<file path="config.mk">
export PLATFORM = sky130hd
export DESIGN_NAME = lut_target_encoder
export DESIGN_NICKNAME = d
export VERILOG_FILES = /design/src/rtl/lut_pkg.sv /design/src/rtl/lut_target_encoder_regfile.sv /design/src/rtl/lut_target_encoder.sv
export SDC_FILE = /design/constraint.sdc
export NUM_CORES = 1
export LEC_CHECK = 0
export CORE_MARGIN = 4
export CORE_UTILIZATION = 35
export CTS_CLUSTER_SIZE = 10
export DETAILED_ROUTE_END_ITERATION = 8
export GPL_ROUTABILITY_DRIVEN = 0
export SYNTH_ARGS = -nofsm -noshare
export SYNTH_HDL_FRONTEND = slang
export SYNTH_SLANG_ARGS = --single-unit
</file>
<file path="constraint.sdc">
create_clock -name Clk -period 8.82 [get_ports Clk]
set_clock_uncertainty 0.1 [all_clocks]
set_input_delay 1.764 -clock Clk [delete_from_list [all_inputs] [get_ports Clk]]
set_output_delay 1.764 -clock Clk [all_outputs]
set_load 0.01 [all_outputs]
</file>
<file path="src/rtl/lut_pkg.sv">
// Shared types and sizing for the target-encoder LUT.
// Entries hold signed PC offsets / data addresses.
package lut_pkg;

    localparam int ENTRIES = 16;
    localparam int IDX_W   = $clog2(ENTRIES);
    localparam int OUT_W   = 11;

    typedef logic [IDX_W-1:0]        lut_idx_t;
    typedef logic signed [OUT_W-1:0] lut_val_t;

    localparam lut_val_t FILL = lut_val_t'(1);

    typedef enum logic [1:0] {
        IDLE,
        SEARCH,
        RESP
    } lut_enc_state_t;

endpackage

</file>
<file path="src/rtl/lut_target_encoder_regfile.sv">
// ENTRIES x OUT_W storage, one write port, two async read ports.
// Every entry returns to FILL on reset.
module lut_regfile
    import lut_pkg::*;
(
    input  logic     clk,
    input  logic     rst,
    input  logic     i_we,
    input  lut_idx_t i_wr_idx,
    input  lut_val_t i_wr_data,
    input  lut_idx_t i_rd_idx_a,
    output lut_val_t o_rd_data_a,
    input  lut_idx_t i_rd_idx_b,
    output lut_val_t o_rd_data_b
);

    lut_val_t r_mem [ENTRIES];

    always_ff @(posedge clk or posedge rst) begin
        if (rst) begin
            for (int i = 0; i < ENTRIES; i++) begin
                r_mem[i] <= FILL;
            end
        end else if (i_we) begin
            r_mem[i_wr_idx] <= i_wr_data;
        end
    end

    assign o_rd_data_a = r_mem[i_rd_idx_a];
    assign o_rd_data_b = r_mem[i_rd_idx_b];

endmodule

</file>
<file path="src/rtl/lut_target_encoder.sv">
// Reverse lookup over a programmable LUT: scans one entry per clock
// from index 0 upward and reports the first index equal to the target.
module lut_target_encoder
    import lut_pkg::*;
(
    input  logic     Clk,
    input  logic     Reset,
    input  logic     WrEn,
    input  lut_idx_t WrIndex,
    input  lut_val_t WrData,
    input  lut_idx_t RdIndex,
    output lut_val_t RdData,
    input  logic     ReqValid,
    input  lut_val_t ReqTarget,
    output logic     ReqReady,
    output logic     RespValid,
    output logic     RespHit,
    output lut_idx_t RespIndex,
    input  logic     RespReady,
    output logic     Busy
);

    lut_enc_state_t r_state;
    lut_enc_state_t w_state_nxt;
    lut_idx_t       r_ptr;
    lut_idx_t       w_ptr_nxt;
    lut_idx_t       r_idx;
    lut_idx_t       w_idx_nxt;
    lut_val_t       r_target;
    lut_val_t       w_target_nxt;
    logic           r_hit;
    logic           w_hit_nxt;
    lut_val_t       w_cmp_data;
    logic           w_match;
    logic           w_last;

    lut_regfile u_regfile (
        .clk        (Clk),
        .rst        (Reset),
        .i_we       (WrEn),
        .i_wr_idx   (WrIndex),
        .i_wr_data  (WrData),
        .i_rd_idx_a (RdIndex),
        .o_rd_data_a(RdData),
        .i_rd_idx_b (r_ptr),
        .o_rd_data_b(w_cmp_data)
    );

    // A write landing on r_ptr this cycle only takes effect at the edge,
    // so the compare naturally sees the old value.
    assign w_match = (w_cmp_data == r_target);
    assign w_last  = (r_ptr == lut_idx_t'(ENTRIES - 1));

    always_ff @(posedge Clk or posedge Reset) begin
        if (Reset) begin
            r_state  <= IDLE;
            r_ptr    <= '0;
            r_idx    <= '0;
            r_target <= '0;
            r_hit    <= 1'b0;
        end else begin
            r_state  <= w_state_nxt;
            r_ptr    <= w_ptr_nxt;
            r_idx    <= w_idx_nxt;
            r_target <= w_target_nxt;
            r_hit    <= w_hit_nxt;
        end
    end

    always_comb begin
        w_state_nxt  = r_state;
        w_ptr_nxt    = r_ptr;
        w_idx_nxt    = r_idx;
        w_target_nxt = r_target;
        w_hit_nxt    = r_hit;
        unique case (r_state)
            IDLE: begin
                if (ReqValid) begin
                    w_state_nxt  = SEARCH;
                    w_target_nxt = ReqTarget;
                    w_ptr_nxt    = '0;
                    w_hit_nxt    = 1'b0;
                    w_idx_nxt    = '0;
                end
            end
            SEARCH: begin
                if (w_match) begin
                    w_state_nxt = RESP;
                    w_hit_nxt   = 1'b1;
                    w_idx_nxt   = r_ptr;
                end else if (w_last) begin
                    w_state_nxt = RESP;
                    w_hit_nxt   = 1'b0;
                    w_idx_nxt   = '0;
                end else begin
                    w_ptr_nxt = r_ptr + lut_idx_t'(1);
                end
            end
            RESP: begin
                if (RespReady) begin
                    w_state_nxt = IDLE;
                    w_hit_nxt   = 1'b0;
                    w_idx_nxt   = '0;
                end
            end
            default: begin
                w_state_nxt = IDLE;
            end
        endcase
    end

    assign ReqReady  = (r_state == IDLE);
    assign RespValid = (r_state == RESP);
    assign Busy      = (r_state != IDLE);
    assign RespHit   = r_hit;
    assign RespIndex = r_idx;

endmodule
</file>
==> metrics.yaml <==
status: "finished clean"
htree_levels: 4
syn_area_um2: 10520
antenna_cells: 0
synth_top_cell_area_share_pct: 43.28
cts_resized: 0
drive_gt1_share_pct: 38.94
antenna_left: 0
startpoint_type: "primary input"
finalSetupViolCount: 0
synth_most_common_cell: "dfrtp_1"
rows: 63
grt_pass1_wl_um: 41550
cts_sinks: 198
clk_pin_slew_ns: 0.07
syn_inst: 681
root_buffer: "clkbuf_16"
grtUsageTotal_pct: 16.64
chipHeight_um: 181.4
postCtsHoldBufs: 0
max_slew.worst_pin.slew_ns: 1.247
critPathCaptureType: "output port"
worst-path-max-fanout: 31
synth_nets: 717
dr.pass1.iters: 4
synthFlopType: "dfrtp_1"
hp-class: "register to register"
drc: 0
required_ns: 6.96
area_growth_pct: 13.48
gr-total-overflow: 0
slew_viol_final: 0
p_switching_mw: 1.097
finalCritPeriodShare_pct: 71.56
synth_cell_type_count: 49
switching_share_pct: 32.23
rsz0062_at_grt: "no"
wl_per_cell_um: 24.31
grt_pass1_vias: 6673
pwr-share-seq_pct: 38.9
synthTopCellsByCount: "dfrtp_1 (182), mux2_2 (115), mux4_2 (91)"
die_area_um2: 32910
fp.dieW_um: 181.4
drt_wl_total_um: 26840
pre_cts_slack_ns: 2.407
synthArstFlopShare_pct: 100.0
fmax_mhz: 158.4
utilization_pct: 40.29
vias: 6189
ys_seq_area_share_pct: 47.27
clk_latency_ns: 0.44
slowest_stage: "buf_4"
cts_buffers: 17
synth_edf_count: 0
cts_setup_buffers: 0
core-area_um2: 29640
ir_worst_vdd_mv: 0.1247
intPower_mw: 2.307
drt-initial-drc-count: 331
post-dp-hpwl_um: 16680
worst_path_most_repeated_cell: "mux4_2"
holdWs_ns: 0.4142
cts_tree: "done"
power.density_nw_per_um2: 285.0
vias_per_cell: 5.606
syn_area_per_cell_um2: 15.45
path_class: "primary input to output port"
fin_ws_ns: 2.508
antenna_found_initial: 0
tns_ns: 0
power.share.clock_pct: 23.7
grt_max_degree: 127
fin_crit_ns: 6.312
final_nets: 738
ys_ff_latch: 198
portBuffers: 53
synth_area_leaders: "dfrtp_1 (43%), mux4_2 (19%), mux2_2 (12%), mux2_1 (7.8%), dfstp_2 (4.0%)"
ys.warnings.count: 0
p_leak_nw: 4.822
worstPathCellList: "buf_2 -> buf_4 -> mux4_2 -> mux4_2 -> clkdlybuf4s50_1"
arrival_ns: 4.45
combPwrFrac_pct: 37.4
ctsLongestPathBuffers: 2
io-pin-count: 54
slowest_delay_ns: 0.64
hold_viol: 0
synth_area_leader_cell: "dfrtp_1"
relSlewSlack_pct: 16.85
maxCapViolCount: 0
initial_utilization_pct: 35.51
worst max-delay path: cells and delay by family:
| kind | cells | cell delay (ns) |
|---|---|---|
| buffers and inverters | 3 | 1.54 |
| multiplexers | 2 | 1.11 |
cell usage in the layout (no fill, tap or decap), types with 3 or more instances in the layout:
master             n
a32o_1             6
buf_4              7
bufinv_16          3
clkbuf_16         17
clkdlybuf4s50_1   51
clkinv_2           3
clkinvlp_4         4
dfrtp_1          180
dfstp_2           16
inv_1              3
mux2_1            73
mux2_2           115
mux2i_1           38
mux4_2            91
nand2_1           15
nand2b_1           5
nand3_1            4
nand3b_1           4
nor2_1             5
nor2_2             9
nor2b_1            3
o211ai_1           3
o21ai_1            3
or3_1              4
xnor2_1            4
xor2_1             5
stage by stage:
stage,power (mW),cell area (um^2),instances
floorplan,2.279,10520,681
global placement,2.581,11340,1073
detailed placement,2.617,11340,1073
CTS,3.435,11940,1104
global route,3.591,11940,1104
finish,3.403,11940,1104
flip-flops by register name, summed over array words and instances, names as in the netlist:
name,count
r_target,11
r_state,2
u_regfile.r_mem,176
RespIndex,4
r_ptr,4
RespHit,1
per-layer routing:
| metal | GRT usage, % | vias up | part of all wire, % |
|---|---|---|---|
| met2 | 28.65 | 137 | 51 |
| met5 | 0 | - | 0 |
| met3 | 2.865 | 19 | 3.9 |
| met4 | 3.783 | 0 | 1.1 |
| li1 | - | 2653 | - |
| met1 | 22.20 | 3380 | 44 |
cells by family (layout without fill, tap and decap cells):
kind of cell               after synthesis  in the layout  share of synthesized area, %
DFF                                    198            198                         47.27
buffers and inverters                   64             97                         2.877
muxes                                  319            319                         43.70
adders and majority gates                1              1                        0.1189
AOI/OAI and AO/OA                       29             29                         2.140
xor gates and xnor gates                 9              9                        0.7490
and+or+nand+nor                         61             61                         3.139
layout make-up:
class | instances | area [um^2]
Multi-Input combinational cell | 419 | 5269
Clock buffer | 19 | 452.9
Timing Repair Buffer | 60 | 573.1
Fill cell | 2729 | 17700
Inverter | 6 | 30.03
Sequential cell | 198 | 4977
Clock inverter | 12 | 152.6
Tap cell | 390 | 488.0
worst paths after layout:
kind                                          start                  end  slack (ns)  cells after the start
worst max-delay path                     RdIndex[0]            RdData[4]        2.51                      5
worst min-delay path            u_regfile.r_mem[40]  u_regfile.r_mem[40]        0.41                      1
worst max register to register             r_ptr[0]             r_ptr[1]        4.80                      9
worst min register to register  u_regfile.r_mem[40]  u_regfile.r_mem[40]        0.41                      1
max in group asynchronous                     Reset             r_ptr[1]        5.28                      3
min in group asynchronous                     Reset  u_regfile.r_mem[17]        1.78                      2
power groups by stage:
stage	Clock [mW]	Combinational, mW	Sequential (mW)
finish	0.805	1.27	1.32
global route	0.868	1.37	1.35
CTS	0.825	1.29	1.32
detailed placement	0	1.28	1.34
global placement	0	1.26	1.32
floorplan	0	1.01	1.27
No activity file was read; power rests on OpenSTA's default activity.
